===== config.mk =====
export PLATFORM = sky130hd
export DESIGN_NAME = sin_osc_ctrl
export DESIGN_NICKNAME = d
export VERILOG_FILES = /design/src/rtl/sin_osc_pkg.sv /design/src/rtl/fpmult.sv /design/src/rtl/frac_to_float.sv /design/src/rtl/sin_osc_ctrl.sv
export SDC_FILE = /design/constraint.sdc
export NUM_CORES = 1
export LEC_CHECK = 0
export BUFFER_PORTS_ARGS = -buffer_cell sky130_fd_sc_hd__buf_4
export CORE_ASPECT_RATIO = 2
export CORE_UTILIZATION = 45
export DETAILED_ROUTE_END_ITERATION = 10
export GPL_TIMING_DRIVEN = 0
export PLACE_DENSITY = 0.62
export SYNTH_ARGS = -nofsm -noshare
export SYNTH_HDL_FRONTEND = slang
export SYNTH_SLANG_ARGS = --single-unit
export TNS_END_PERCENT = 30

===== constraint.sdc =====
create_clock -name clk -period 23.3 [get_ports clk]
set_clock_uncertainty 0.1 [all_clocks]
set_input_delay 1.165 -clock clk [delete_from_list [all_inputs] [get_ports clk]]
set_output_delay 1.165 -clock clk [all_outputs]
set_load 0.02 [all_outputs]

===== src/rtl/sin_osc_pkg.sv =====
// Shared types and constants for the sine oscillator controller.
package sin_osc_pkg;

    localparam int unsigned PHASE_W = 32;
    localparam int unsigned FP_W    = 32;
    localparam int unsigned FRAC_W  = 31;
    localparam int unsigned SHIFT_W = 5;

    localparam logic [FP_W-1:0]   PI_OVER_2 = 32'h3FC9_0FDB;
    localparam logic [FP_W-1:0]   FP_ONE    = 32'h3F80_0000;
    localparam logic [FP_W-1:0]   FP_ZERO   = 32'h0000_0000;
    localparam logic [FRAC_W-1:0] AXIS_X    = 31'h4000_0000;

    typedef enum logic [2:0] {
        IDLE,
        FOLD,
        NORM,
        MULT_RST,
        MULT_WAIT,
        ISSUE,
        SIN_HOLD,
        SIN_WAIT
    } state_e;

    // Fold a quadrant phase into a magnitude in [0, 2^30]; bit 30 of p selects mirroring.
    function automatic logic [FRAC_W-1:0] fold_frac(input logic [FRAC_W-1:0] p);
        logic [FRAC_W-1:0] f;
        f = {1'b0, p[29:0]};
        return p[30] ? (AXIS_X - f) : f;
    endfunction

endpackage


===== src/rtl/fpmult.sv =====
// Multi-cycle single-precision multiplier shared across the codebase.
// Operands are assumed normal and non-zero; the mantissa is truncated.
// done_o drops while reset is high and rises two cycles after it is released.
module fpmult (
    input  logic        clk,
    input  logic        reset,
    input  logic [31:0] a_i,
    input  logic [31:0] b_i,
    output logic [31:0] product_o,
    output logic        done_o
);

    logic [47:0] mant_c;
    logic [7:0]  exp_c;
    logic [31:0] prod_c;
    logic        unused_mant_c;
    logic [1:0]  cnt_q;
    logic [31:0] product_q;
    logic        done_q;

    // Combinational product: sign, biased exponent sum, normalised mantissa.
    always_comb begin
        mant_c = 48'({1'b1, a_i[22:0]}) * 48'({1'b1, b_i[22:0]});
        exp_c  = a_i[30:23] + b_i[30:23] - 8'd127 + 8'(mant_c[47]);
        prod_c = {a_i[31] ^ b_i[31], exp_c,
                  mant_c[47] ? mant_c[46:24] : mant_c[45:23]};
    end

    assign unused_mant_c = ^mant_c[22:0];

    // Count out the pipeline latency after reset, then hold the result.
    always_ff @(posedge clk) begin
        if (reset) begin
            cnt_q     <= 2'd0;
            product_q <= 32'h0;
            done_q    <= 1'b0;
        end else if (!done_q) begin
            cnt_q <= cnt_q + 2'd1;
            if (cnt_q == 2'd1) begin
                product_q <= prod_c;
                done_q    <= 1'b1;
            end
        end
    end

    assign product_o = product_q;
    assign done_o    = done_q;

endmodule


===== src/rtl/frac_to_float.sv =====
// Packs a normalised 31-bit fraction (bit 30 set) and its shift count into a float.
// Value represented is x / 2^30, so zero shifts gives exactly 1.0.
module frac_to_float
    import sin_osc_pkg::*;
(
    input  logic [FRAC_W-1:0]  x_i,
    input  logic [SHIFT_W-1:0] shift_i,
    output logic [FP_W-1:0]    fp_o
);

    logic unused_bits_c;

    assign fp_o          = {1'b0, 8'(8'd127 - 8'(shift_i)), x_i[29:7]};
    assign unused_bits_c = ^{x_i[30], x_i[6:0]};

endmodule


===== src/rtl/sin_osc_ctrl.sv =====
// Phase-accumulating sine oscillator controller: folds the phase to [-pi/2, pi/2],
// converts it to a float angle, and sequences an external sine stage.
// Optional macro SIN_OSC_EXACT_AXIS_EN answers the 0 and +/-1 axis points
// directly without starting the sine stage.
module sin_osc_ctrl
    import sin_osc_pkg::*;
#(
    parameter int unsigned SIN_PREC = 4
) (
    input  logic               clk,
    input  logic               reset,
    input  logic [PHASE_W-1:0] freq_step,
    input  logic               sample_req,
    output logic               busy,
    output logic [FP_W-1:0]    theta,
    output logic [3:0]         prec_out,
    output logic               sin_start,
    input  logic               sin_done,
    input  logic [FP_W-1:0]    sin_result,
    output logic [FP_W-1:0]    sample,
    output logic               sample_valid
);

    state_e             state_q;
    logic [PHASE_W-1:0] phase_q;
    logic [PHASE_W-1:0] p_q;
    logic [FRAC_W-1:0]  x_q;
    logic [SHIFT_W-1:0] s_q;
    logic               neg_q;
    logic               busy_q;
    logic               sin_start_q;
    logic               sample_valid_q;
    logic [FP_W-1:0]    theta_q;
    logic [FP_W-1:0]    sample_q;

    logic [FRAC_W-1:0]  fold_x_c;
    logic [FP_W-1:0]    norm_fp_c;
    logic [FP_W-1:0]    mult_prod_c;
    logic               mult_done_c;
    logic               mult_rst_c;
    logic               unused_prod_sign_c;

    assign fold_x_c           = fold_frac(p_q[30:0]);
    assign mult_rst_c         = reset | (state_q == MULT_RST);
    assign unused_prod_sign_c = mult_prod_c[31];

    // Normalised fraction to float.
    frac_to_float u_frac_to_float (
        .x_i     (x_q),
        .shift_i (s_q),
        .fp_o    (norm_fp_c)
    );

    // Scale the normalised magnitude by pi/2.
    fpmult u_fpmult (
        .clk       (clk),
        .reset     (mult_rst_c),
        .a_i       (norm_fp_c),
        .b_i       (PI_OVER_2),
        .product_o (mult_prod_c),
        .done_o    (mult_done_c)
    );

    // Control FSM with registered outputs.
    always_ff @(posedge clk) begin
        if (reset) begin
            state_q        <= IDLE;
            phase_q        <= '0;
            p_q            <= '0;
            x_q            <= '0;
            s_q            <= '0;
            neg_q          <= 1'b0;
            busy_q         <= 1'b0;
            sin_start_q    <= 1'b0;
            sample_valid_q <= 1'b0;
            theta_q        <= FP_ZERO;
            sample_q       <= FP_ZERO;
        end else begin
            sin_start_q    <= 1'b0;
            sample_valid_q <= 1'b0;
            case (state_q)
                IDLE: begin
                    if (sample_req) begin
                        p_q     <= phase_q;
                        phase_q <= phase_q + freq_step;
                        busy_q  <= 1'b1;
                        state_q <= FOLD;
                    end
                end
                FOLD: begin
                    x_q   <= fold_x_c;
                    s_q   <= '0;
                    neg_q <= p_q[31];
`ifdef SIN_OSC_EXACT_AXIS_EN
                    if (fold_x_c == '0 || fold_x_c == AXIS_X) begin
                        sample_q       <= (fold_x_c == '0) ? FP_ZERO : {p_q[31], FP_ONE[30:0]};
                        sample_valid_q <= 1'b1;
                        busy_q         <= 1'b0;
                        state_q        <= IDLE;
                    end else
`endif
                    if (fold_x_c == '0) begin
                        // Zero angle bypasses the multiplier and is always +0.0.
                        theta_q     <= FP_ZERO;
                        sin_start_q <= 1'b1;
                        state_q     <= ISSUE;
                    end else if (fold_x_c[30]) begin
                        state_q <= MULT_RST;
                    end else begin
                        state_q <= NORM;
                    end
                end
                NORM: begin
                    x_q <= x_q << 1;
                    s_q <= s_q + 5'd1;
                    if (x_q[29]) begin
                        state_q <= MULT_RST;
                    end
                end
                MULT_RST: begin
                    state_q <= MULT_WAIT;
                end
                MULT_WAIT: begin
                    if (mult_done_c) begin
                        theta_q     <= {neg_q, mult_prod_c[30:0]};
                        sin_start_q <= 1'b1;
                        state_q     <= ISSUE;
                    end
                end
                ISSUE: begin
                    state_q <= SIN_HOLD;
                end
                SIN_HOLD: begin
                    // The sine stage's done may still be high from its previous result.
                    state_q <= SIN_WAIT;
                end
                SIN_WAIT: begin
                    if (sin_done) begin
                        sample_q       <= sin_result;
                        sample_valid_q <= 1'b1;
                        busy_q         <= 1'b0;
                        state_q        <= IDLE;
                    end
                end
                default: begin
                    busy_q  <= 1'b0;
                    state_q <= IDLE;
                end
            endcase
        end
    end

    assign busy         = busy_q;
    assign theta        = theta_q;
    assign prec_out     = 4'(SIN_PREC);
    assign sin_start    = sin_start_q;
    assign sample       = sample_q;
    assign sample_valid = sample_valid_q;

endmodule


==> results of run 1 <==
-- cell type report --
class                      instances  area [um2]
fill                            4215       21230
inverter                         421        1580
clock inverter                     8       91.34
buffer                           114       485.5
clock buffer                      23       519.2
tap                              550       688.2
multi-input combinational       1561       13820
sequential                       204        4084
timing repair buffer             135        1011
-- sequential cells by signal, indices dropped and copies added, names as in the netlist --
name,flops
p_q,32
busy,1
state_q,3
sin_start,1
s_q,5
u_fpmult.product_o,31
theta,32
sample,32
x_q,30
phase_q,32
u_fpmult.done_o,1
u_fpmult.cnt_q,2
neg_q,1
sample_valid,1
-- cell families after synthesis --
| kind of cell | Yosys count | share of synthesized area [%] |
|---|---|---|
| buffers and inverters | 535 | 10.35 |
| other | 2 | 0.03763 |
| AND/OR/NAND/NOR | 533 | 12.29 |
| flip-flops | 204 | 20.46 |
| XOR/XNOR | 81 | 3.554 |
| multiplexers | 11 | 0.5830 |
| adder cells (fa/ha/maj) | 457 | 36.55 |
| AO/OA/AOI/OAI | 475 | 16.17 |
-- cell usage after synthesis, types with 27 or more instances --
cell type	instances	area share, %
sky130_fd_sc_hd__fa_1	210	21
sky130_fd_sc_hd__nor3_1	33	0.83
sky130_fd_sc_hd__o21ai_0	57	1.4
sky130_fd_sc_hd__ha_1	247	15
sky130_fd_sc_hd__a21oi_1	158	4.0
sky130_fd_sc_hd__a21o_1	40	1.5
sky130_fd_sc_hd__clkbuf_1	95	1.8
sky130_fd_sc_hd__nand3_1	35	0.88
sky130_fd_sc_hd__nor2_1	102	1.9
sky130_fd_sc_hd__inv_1	420	7.9
sky130_fd_sc_hd__a211oi_1	27	1.0
sky130_fd_sc_hd__xnor2_1	59	2.6
sky130_fd_sc_hd__dfxtp_1	204	20
sky130_fd_sc_hd__nand2_1	249	4.7
sky130_fd_sc_hd__a22o_1	34	1.5
-- routing by layer --
metal	vias to the layer above	part of all wire, %	GRT usage [%]
met4	0	8.6	20.71
li1	7976	-	-
met3	216	2.7	2.200
met2	435	57	53.67
met1	8106	32	24.19
met5	-	0	0
-- final timing paths --
kind         slack, ns  depth (start not counted)                                  end                  from
min               0.36                          2                   neg_q$_SDFFE_PP0P_  p_q[31]$_SDFFE_PP0P_
max              13.79                         31  u_fpmult.product_o[27]$_SDFFE_PP0P_  x_q[29]$_SDFFE_PP0P_
max reg2reg      13.79                         31  u_fpmult.product_o[27]$_SDFFE_PP0P_  x_q[29]$_SDFFE_PP0P_
min reg2reg       0.36                          2                   neg_q$_SDFFE_PP0P_  p_q[31]$_SDFFE_PP0P_
-- where the power goes --
part           leakage [nW]  internal (W)  switching (W)
clock network         0.292      0.000171       0.000141
registers              1.66      0.000412      0.0000591
logic                  8.92      0.000416       0.000741
-- stage by stage --
stage / setup slack [ns] / util, % / hold slack [ns] / total power (W) / instance area [um2]
floorplan: 15.83 / - / 0.3321 / 0.001280 / 19970
global placement: 13.87 / 49.78 / 0.3388 / 0.001609 / 21660
detailed placement: 13.75 / 49.80 / 0.3466 / 0.001628 / 21670
CTS: 13.74 / 51.21 / 0.3568 / 0.001948 / 22280
global route: 13.31 / 51.21 / 0.3716 / 0.002092 / 22280
finish: 13.79 / 51.21 / 0.3560 / 0.001941 / 22280
-- worst max-delay path: cells and delay by family, from the launching register on --
family	cells	cell delay [ns]
buffers and inverters	10	1.75
AND/OR/NAND/NOR	5	0.77
XOR/XNOR	1	0.13
AO/OA/AOI/OAI	5	1.51
adder cells (fa/ha/maj)	10	4.27
flip-flops	1	0.89
==> impl.org, run 1 <==
** Floorplanning
- Overall die height :: roughly 300 um
- In this run the core area contains 108 standard-cell rows.
- Top Ports :: between 100 and 150
- The initial utilization of the core area, before any placement, comes to about 46%.
- Area of the die :: around 45000 um2
- The total area inside the core boundary comes to 43510 um2.
- The die is 150.9 um wide.

** Worst setup path
- For this run, the slowest stage of the critical path takes 0.89 ns.
- STA puts the critical path data arrival time at just under 10 ns.
- Cell repeated most along the worst path :: sky130_fd_sc_hd__inv_1
- In this run the worst path has a maximum fanout of 12.
- CP required :: 23.64 ns
- The slowest stage of the critical path belongs to the cell sky130_fd_sc_hd__dfxtp_1.
- STA classifies the critical path startpoint as a flop.
- STA classifies the critical path endpoint as a flop.
- Critical setup path kind :: reg -> reg

** Power
- Cell Pwr Density :: 87.10 nW/um2
- The analysis attributes to cell leakage a power of 10.87 nW.
- Max IR drop VDD :: 0.07501 mV

** GRT
- Remaining global-route overflow :: 0
- Combined global-route utilization of all metal layers :: 27.03%
- Initial antenna violation count :: 0
- The first global-routing pass estimated around 93000 um of wire.
- Entering global routing, the biggest net connects 18 pins.
- Number of global-route vias before repair :: 17776

** Timing
- Setup violations remaining at the end of the flow were counted as 0.
- Aggregate negative setup slack :: 0 ns
- Shortest clock period the worst path allows after layout :: 9.506 ns
- Max frequency :: about 0.11 GHz
- For the pin with the worst max-slew slack, the measured transition is 1.192 ns.
- Final number of max-transition violations :: 0
- Unrepaired setup endpoints after global routing :: no
- Measured against its own limit, the worst slew margin works out to 19.93%.
- Dividing the final minimum period by the clock period gives 40.80%.
- The final count of hold timing violations came to 0.

** Logic synthesis
- Register bit count reported by yosys :: 204
- A synthesized cell averages between 8 and 9 um2.
- Dominant register cell in the synthesized netlist :: sky130_fd_sc_hd__dfxtp_1
- In this run, synthesis inferred 0 flip-flops with an integrated enable.
- Asr flop ratio synth :: 0%
- Of the synthesized area, sequential elements account for 20.46%.
- Number of warnings issued by yosys :: 0
- Mapped Cells :: 2298
- The netlist uses 74 different library cells.
- Area of the mapped netlist :: 19960 um2

** Clocking
- Number of cells upsized or downsized after cts :: 0
- At the later pin of the worst-skew pair, clock insertion delay measures 0.50 ns.
- CTS Root Buffer Type :: sky130_fd_sc_hd__clkbuf_16
- Longest Clk Path Bufs :: 3
- CTS tree :: done
- CTS built an H-tree with a depth of 1.
- Buffers inserted during clock tree synthesis total 18.
- The clock net in this run drives a total of approximately 200 sinks.
- Clock-pin slew was measured on the worst setup and hold paths at 0.07 ns.
- Post-CTS setup-driven buffer insertion count :: 0
- CTS Hold Buffers Added :: 0

** Flow run
- Max-cap violations in this run came to 0.

** Routing
- In the final routed layout, each cell accounts on average for 19.78 um.
- Summed over all layers, the routed wires come to 59670 um.
- Vias :: ~17000
- In this run the remaining antenna-violating nets after routing total 0.
- Before antenna repair, the detailed router went through 6 iterations.
- Using the TritonRoute via totals, the vias-per-cell ratio works out to 5.548.
- After the first detailed-routing iteration, the DRC count stood at 801.
- After detailed routing, the number of remaining DRC violations is 0.

** Cells and area
- Synth-to-layout area growth :: 11.64%
- Leaving out fill and tap cells, the most frequent cell in the layout is sky130_fd_sc_hd__inv_1.
- In the final design database the tool counted 2980 nets.
- Most frequent cells in the layout :: 420 x sky130_fd_sc_hd__inv_1, 249 x sky130_fd_sc_hd__nand2_1, 247 x sky130_fd_sc_hd__ha_1
- Number of antenna cells inserted :: 0
- Fin cells :: 3016
- Fraction of final layout cells with drive strength greater than 1 :: ~8.2%

** Placed design
- Including well taps, the total number of placed cells is 2985.
- Post-detailed-placement half-perimeter wirelength :: 51060 um
- Buffers placed on the I/O ports in this run total 134.
- The congestion estimate from routability-driven global placement came to 0.9340.

** Outcome
- The run finished with clean final reports.

** Min path
- The worst hold path belongs to the class reg -> reg.
Note: power is estimated with default switching activity, not from simulation.
==> run 2, diff against run 1 <==
==> constraint.sdc (replaced) <==
create_clock -name clk -period 9.6 [get_ports clk]
set_clock_uncertainty 0.1 [all_clocks]
set_input_delay 0.48 -clock clk [delete_from_list [all_inputs] [get_ports clk]]
set_output_delay 0.48 -clock clk [all_outputs]
set_load 0.02 [all_outputs]
==> impl.org, run 2 (same netlist as run 1, synthesis figures left out) <==
** Min path
- Hold Path Class :: in -> reg (was reg -> reg)

** Timing
- The upper clock frequency limit came to 0.1101 GHz (was 0.1052 GHz).
- Hold violation count in the final report :: 0 (unchanged)
- The worst hold slack after final layout is 0.1116 ns (was 0.3560 ns).
- Final number of max-transition violations :: 0 (unchanged)
- Rel. slew slack :: 19.93% (unchanged)
- Share of the clock period used by the worst path :: 94.60% (was 40.80%)
- Shortest clock period the worst path allows after layout :: 9.082 ns (was 9.506 ns)
- Worst slew pin tran :: 1.192 ns (unchanged)
- Unrepaired setup endpoints after global routing :: no (unchanged)
- The total negative setup slack was 0 ns (unchanged).
- The count of final setup violators is 0 (unchanged).

** Worst setup path
- The largest fanout on the critical path came to 12 (unchanged).
- The arrival time at the worst endpoint is 9.42 ns (was 9.85 ns).
- The required time of the critical path is 9.94 ns (was 23.64 ns).
- The endpoint kind of the worst setup timing path is a flop (unchanged).
- Critical setup path kind :: reg -> reg (unchanged)
- The delay of the slowest cell on the worst path came to 0.63 ns (was 0.89 ns).
- The most frequent cell on the critical path is sky130_fd_sc_hd__inv_1 (unchanged).
- CP max-delay cell :: sky130_fd_sc_hd__dfxtp_2 (was sky130_fd_sc_hd__dfxtp_1)
- Element type at the critical path start :: flop (unchanged)

** GRT
- Met2 capacity usage during global routing :: 53.67% (unchanged)
- Combined global-route utilization of all metal layers :: 27.03% (unchanged)
- The met1 routing resource usage after global routing was 24.19% (unchanged).
- The largest net degree at the start of global routing was 18 (unchanged).
- Grt met3 use :: 2.200% (unchanged)
- The first-pass GRT wire length came to 92870 um (unchanged).
- Initial antenna violation count :: 0 (unchanged)
- Number of global-route vias before repair :: 17776 (unchanged)
- Remaining global-route overflow :: 0 (unchanged)
- Top Usage Layer GRT :: met2 (unchanged)

** Cells and area
- The count of antenna diodes in the layout was 0 (unchanged).
- The most common cell after layout, fill and taps aside was sky130_fd_sc_hd__inv_1 (unchanged).
- Most frequent cells in the layout: 420 x sky130_fd_sc_hd__inv_1, 249 x sky130_fd_sc_hd__nand2_1, 247 x sky130_fd_sc_hd__ha_1 (unchanged).
- Number of nets in the layout :: 2980 (unchanged)
- The area overhead of the layout relative to synthesis is 11.64% (about the same).
- Fraction of final layout cells with drive strength greater than 1 :: 8.232% (was 8.191%)
- Final cell area excluding filler cells :: 22280 um2 (about the same)

** Clocking
- Sinks on Clock Net :: 204 (unchanged)
- The number of buffers between clock root and the deepest sink was 3 (unchanged).
- Clock latency at the later pin of the worst-skew pair :: 0.50 ns (about the same)
- The maximum level of the CTS H-tree was 1 (unchanged).
- Clock Pin Slew Worst Setup and Hold Paths :: 0.07 ns (about the same)
- Post-CTS setup-driven buffer insertion count :: 0 (unchanged)
- Number of buffers created by CTS :: 18 (unchanged)
- The buffer cell driving the clock tree root was sky130_fd_sc_hd__clkbuf_16 (unchanged).
- The CTS tree is done (unchanged).

** Floorplanning
- The die outline area is 45250 um2 (unchanged).
- The height of the chip came to 299.8 um (unchanged).
- The horizontal die dimension is 150.9 um (unchanged).
- Top Ports :: 139 (unchanged)
- Initial cell density of the core :: 45.87% (unchanged)
- Core outline area :: 43510 um2 (unchanged)
- The number of cell rows is 108 (unchanged).

** Power
- Internal portion of total power :: 0.002426 W (was 0.0009994 W)
- Max IR drop VDD :: 0.1821 mV (was 0.07501 mV)
- Switching power as a share of total power :: 48.50% (about the same)
- Flop pwr share :: 24.3% (about the same)
- The share of total power in combinational logic is 59.6% (about the same).
- Cell Pwr Density :: 211.4 nW/um2 (was 87.10 nW/um2)
- Portion of total power attributed to the clock network :: 16.1% (about the same)
- Switching power summed over all nets :: 0.002285 W (was 0.0009413 W)
- Static power due to leakage :: 10.87 nW (about the same)

** Placed design
- The HPWL after detailed placement came to 51060 um (unchanged).
- Buffers added on ports :: 134 (unchanged)
- The post-placement cell area came to 21670 um2 (unchanged).
- The placer congestion estimate is 0.9340 (unchanged).

** Routing
- Number of design-rule violations left by the first detailed-router iteration :: 804 (was 801)
- The DRC violation count after routing was 0 (unchanged).
- The via count came to 16724 (was 16733).
- The final routed wirelength across all metal layers was 59660 um (was 59670 um).
- The remaining antenna violation count after routing was 0 (unchanged).
- First-pass iteration count of the detailed router :: 6 (unchanged)
- The detailed-route vias per instance was 5.545 (was 5.548).
- The average wire per standard cell was 19.78 um (about the same).

** Outcome
- Outcome: complete, no violations (unchanged).

** Flow run
- The max-cap check violation count was 0 (unchanged).
[run 2: per-layer routing]
metal | up-vias | wire length (um) | share of wire, %
li1 | 7976 | - | -
met1 | 8100 | 19060 | 32
met2 | 432 | 33810 | 57
met3 | 216 | 1632 | 2.7
met4 | 0 | 5161 | 8.7
met5 | - | 0 | 0
[run 2: timing repair]
| item | 4_1_cts | 5_1_grt |
|---|---|---|
| hold buffers | 0 | 0 |
| resized for setup | 0 | 1 |
| hold endpoints to repair | 0 | 0 |
| setup endpoints to repair | 0 | 7 |
[run 2: final timing paths]
path	cells after the start	slack, ns	start	endpoint
min	3	0.11	sin_result[9]	sample[9]$_SDFFE_PP0P_
min reg2reg	2	0.36	p_q[31]$_SDFFE_PP0P_	neg_q$_SDFFE_PP0P_
max reg2reg	31	0.52	x_q[29]$_SDFFE_PP0P_	u_fpmult.product_o[27]$_SDFFE_PP0P_
max	31	0.52	x_q[29]$_SDFFE_PP0P_	u_fpmult.product_o[27]$_SDFFE_PP0P_
[run 2: worst max-delay path, delay by kind of cell, from the launching register on]
kind / cells / cell delay (ns)
fa+ha+maj: 10 / 4.24
buf+inv: 10 / 1.62
compound gates: 5 / 1.51
simple gates: 5 / 0.77
flops: 1 / 0.63
xor+xnor: 1 / 0.13
[run 2: power by group through the flow]
stage / Combinational (W) / Clock [W] / Sequential (W)
2_1_floorplan: 0.00200 / 0 / 0.00111
3_3_place_gp: 0.00275 / 0 / 0.00116
3_5_place_dp: 0.00279 / 0 / 0.00116
4_1_cts: 0.00281 / 0.000774 / 0.00114
5_1_grt: 0.00312 / 0.000801 / 0.00116
6_report: 0.00281 / 0.000757 / 0.00114
[run 2: metrics by stage]
stage / setup slack (ns) / total power, W / std cells / util (%)
final: 0.5181 / 0.004710 / 3016 / 51.21
after global routing: 0.08092 / 0.005078 / 3016 / 51.21
after CTS: 0.04271 / 0.004727 / 3016 / 51.21
after detailed placement: 0.05458 / 0.003950 / 2985 / 49.80
after global placement: 0.1729 / 0.003905 / 2984 / 49.78
after floorplan: 2.127 / 0.003107 / 2300 / -
[run 2: layout make-up]
class,count,area [um2]
Fill cell,4217,21230
Timing Repair Buffer,135,1011
Buffer,114,485.5
Tap cell,550,688.2
Clock inverter,8,91.34
Clock buffer,23,519.2
Multi-Input combinational cell,1561,13820
Sequential cell,204,4085
Inverter,421,1580
==> run 3, diff against run 2 <==
--- a/config.mk
+++ b/config.mk
@@ -6,7 +6,7 @@
 export NUM_CORES = 1
 export LEC_CHECK = 0
 export BUFFER_PORTS_ARGS = -buffer_cell sky130_fd_sc_hd__buf_4
-export CORE_ASPECT_RATIO = 2
+export CORE_ASPECT_RATIO = 0.8
 export CORE_UTILIZATION = 45
 export DETAILED_ROUTE_END_ITERATION = 10
 export GPL_TIMING_DRIVEN = 0
==> impl.org, run 3 (same netlist as run 1, synthesis figures left out) <==
** Cells and area
- Utilization after layout :: 51.65% (was 51.21%)
- The most common cell after layout, fill and taps aside was sky130_fd_sc_hd__inv_1 (unchanged).
- Synth-to-layout area growth :: 12.52% (was 11.64%)
- Number of nets in the layout :: 2985 (was 2980)
- Number of antenna cells inserted :: 0 (unchanged)
- Fillcell total :: 4159 (was 4217)
- Fin cells :: 3067 (was 3016)
- Most frequent cells in the layout: 420 x sky130_fd_sc_hd__inv_1, 249 x sky130_fd_sc_hd__nand2_1, 247 x sky130_fd_sc_hd__ha_1 (unchanged).
- The area of all placed cells without fillers was 22460 um2 (was 22280 um2).
- The sequential cell area came to 4085 um2 (unchanged).
- The fraction of final layout cells with drive strength greater than 1 came to 8.333% (was 8.232%).
- Area of the multi-input gates :: 13820 um2 (unchanged)

** Timing
- The count of final setup violators was 0 (unchanged).
- Share of the clock period used by the worst path :: 93.57% (was 94.60%)
- Unrepaired setup endpoints after global routing: no (unchanged).
- Hold violation count in the final report :: 0 (unchanged)
- Rel. slew slack :: 31.72% (was 19.93%)
- Max frequency :: 0.1113 GHz (was 0.1101 GHz)
- Final number of max-transition violations :: 0 (unchanged)
- Aggregate negative setup slack :: 0 ns (unchanged)
- The clock period minus worst slack is 8.983 ns (was 9.082 ns).
- The transition time of the tightest slew-check pin came to 1.018 ns (was 1.192 ns).

** Power
- The worst supply voltage drop on vdd came to 0.1307 mV (was 0.1821 mV).
- Static power due to leakage :: 10.94 nW (was 10.87 nW)
- Cell Pwr Density :: 210.0 nW/um2 (was 211.4 nW/um2)

** Clocking
- The number of hold buffers added after cts was 0 (unchanged).
- Sinks on Clock Net :: 204 (unchanged)
- The total CTS buffers was 23 (was 18).
- Deepest level of the CTS H-tree :: 1 (unchanged)
- The insertion delay to the later sink of the worst-skew pair came to 0.53 ns (was 0.50 ns).
- The buffer cell driving the clock tree root is sky130_fd_sc_hd__clkbuf_16 (unchanged).
- The number of buffers between clock root and the deepest sink was 3 (unchanged).
- CTS tree :: done (unchanged)
- The clock slew at the register clock pins of the worst setup and hold paths is 0.06 ns (was 0.07 ns).

** GRT
- Combined global-route utilization of all metal layers :: 23.65% (was 27.03%)
- The first-pass GRT wire length came to 85780 um (was 92870 um).
- Remaining global-route overflow :: 0 (unchanged)
- The largest net degree at the start of global routing came to 14 (was 18).
- The number of global-route vias before repair came to 16400 (was 17776).
- The number of antenna violations at the first check in global routing is 0 (unchanged).

** Routing
- The count of routing violations after the opening detailed-route iteration came to 1038 (was 804).
- The final routed wirelength across all metal layers is 52500 um (was 59660 um).
- The remaining antenna violation count after routing was 0 (unchanged).
- First-pass iteration count of the detailed router :: 8 (was 6)
- The DRC violation count after routing was 0 (unchanged).
- Vias :: 16472 (was 16724)
- The detailed-route vias per instance was 5.371 (was 5.545).
- Final routed wire length divided by cell count :: 17.12 um (was 19.78 um)

** Worst setup path
- The register-to-register setup slack was 0.62 ns (was 0.52 ns).
- The kind of cell with the highest combined delay on the critical path is adder cells (unchanged).
- The arrival time at the worst endpoint was 9.32 ns (was 9.42 ns).
- The startpoint of the worst register-to-register path was x_q[29]$_SDFFE_PP0P_ (unchanged).
- The reg-to-reg critical path endpoint was u_fpmult.product_o[27]$_SDFFE_PP0P_ (unchanged).
- The number of cells traversed by the worst register-to-register path is 31 (unchanged).
- The largest fanout on the critical path was 12 (unchanged).
- Sum of buffers and inverters on the critical path :: 10 (unchanged)
- The required time of the critical path is 9.94 ns (about the same).
- The endpoint kind of the worst setup timing path is a flop (unchanged).
- Cell repeated most along the worst path :: sky130_fd_sc_hd__inv_1 (unchanged)
- Critical setup path kind :: reg -> reg (unchanged)
- The master of the slowest instance on the critical path was sky130_fd_sc_hd__dfxtp_2 (unchanged).
- Worst stage delay on the critical path :: 0.59 ns (was 0.63 ns)
- The category of the worst setup path launch point was a flop (unchanged).

** Floorplanning
- The core box area is 43480 um2 (was 43510 um2).
- The height of the chip was 190.4 um (was 299.8 um).
- The horizontal die dimension came to 237.5 um (was 150.9 um).
- Area of the die :: 45210 um2 (was 45250 um2)
- The starting density of the core is 45.91% (was 45.87%).
- Top Ports :: 139 (unchanged)
- The number of cell rows is 68 (was 108).

** Placed design
- Placer congestion estimate :: 0.9092 (was 0.9340)
- Post-detailed-placement half-perimeter wirelength :: 44270 um (was 51060 um)
- Buffers added on ports :: 134 (unchanged)
- Cell count after placement :: 3030 (was 2985)
- Area post-placement :: 21720 um2 (was 21670 um2)

** Outcome
- Outcome: complete, no violations (unchanged).

** Min path
- Count of cells along the worst hold path :: 3 (unchanged)
- The classification of the worst-slack hold path was in -> reg (unchanged).
- Hold Path Sink :: sample[14]$_SDFFE_PP0P_ (was sample[9]$_SDFFE_PP0P_)
- Min-Delay Startpoint :: sin_result[14] (was sin_result[9])

** Flow run
- The max-cap check violation count was 0 (unchanged).
[run 3: cell types whose count changed in the layout (fill, tap and decap cells not counted), sizes merged]
cell,before,now
clkbuf,118,123
clkinvlp,3,1
inv,421,423
bufinv,1,2
[run 3: timing repair]
item                       CTS  global route
setup buffers                0             0
setup endpoints to repair    0             6
gates resized for setup      0             1
[run 3: cell type report]
| class | count | share of cell area, % |
|---|---|---|
| tap | 595 | 3.315 |
| clock inverter | 9 | 0.5014 |
| timing repair buffer | 135 | 4.513 |
| clock buffer | 28 | 2.736 |
| multi-input combinational | 1561 | 61.55 |
| buffer | 114 | 2.162 |
| inverter | 421 | 7.037 |
| sequential | 204 | 18.19 |
[run 3: per-layer routing]
metal	part of all wire, %	routed length [um]	vias up	track usage [%]
met5	0	0	-	0
met4	2.3	1204	0	5.707
met3	4.6	2391	68	3.286
met2	46	23930	359	38.31
met1	48	24980	8047	33.28
li1	-	-	7998	-
[run 3: tightest hold or removal path, cell delays in order]
cell	delay, ns
sky130_fd_sc_hd__buf_4	0.11
sky130_fd_sc_hd__nand2_1	0.04
sky130_fd_sc_hd__a21oi_1	0.05
[run 3: worst max-delay path by stage]
| stage | startpoint | depth (start not counted) | slack [ns] | to |
|---|---|---|---|---|
| floorplan | x_q[29]$_SDFFE_PP0P_ | 30 | 2.13 | u_fpmult.product_o[27]$_SDFFE_PP0P_ |
| global placement | x_q[29]$_SDFFE_PP0P_ | 31 | 0.41 | u_fpmult.product_o[27]$_SDFFE_PP0P_ |
| finish | x_q[29]$_SDFFE_PP0P_ | 31 | 0.62 | u_fpmult.product_o[27]$_SDFFE_PP0P_ |
| detailed placement | x_q[29]$_SDFFE_PP0P_ | 31 | 0.26 | u_fpmult.product_o[27]$_SDFFE_PP0P_ |
| global route | x_q[29]$_SDFFE_PP0P_ | 31 | 0.12 | u_fpmult.product_o[27]$_SDFFE_PP0P_ |
| CTS | x_q[29]$_SDFFE_PP0P_ | 31 | 0.20 | u_fpmult.product_o[27]$_SDFFE_PP0P_ |
[run 3: per-stage QoR]
| stage | hold slack, ns | setup slack [ns] | total power (W) |
|---|---|---|---|
| finish | 0.1020 | 0.6175 | 0.004715 |
| global route | 0.09205 | 0.1171 | 0.005131 |
| CTS | 0.08068 | 0.2035 | 0.004732 |
| detailed placement | 0.3477 | 0.2584 | 0.003840 |
| global placement | 0.3431 | 0.4122 | 0.003798 |
| floorplan | 0.3321 | 2.127 | 0.003107 |
[run 3: power breakdown]
| group | switching (W) | internal, W | leakage [nW] | total, W |
|---|---|---|---|---|
| registers | 0.000138 | 0.00100 | 1.66 | 0.00114 |
| logic | 0.00171 | 0.000996 | 8.92 | 0.00271 |
| clock network | 0.000361 | 0.000509 | 0.355 | 0.000870 |
| total | 0.00221 | 0.00251 | 10.9 | 0.00472 |
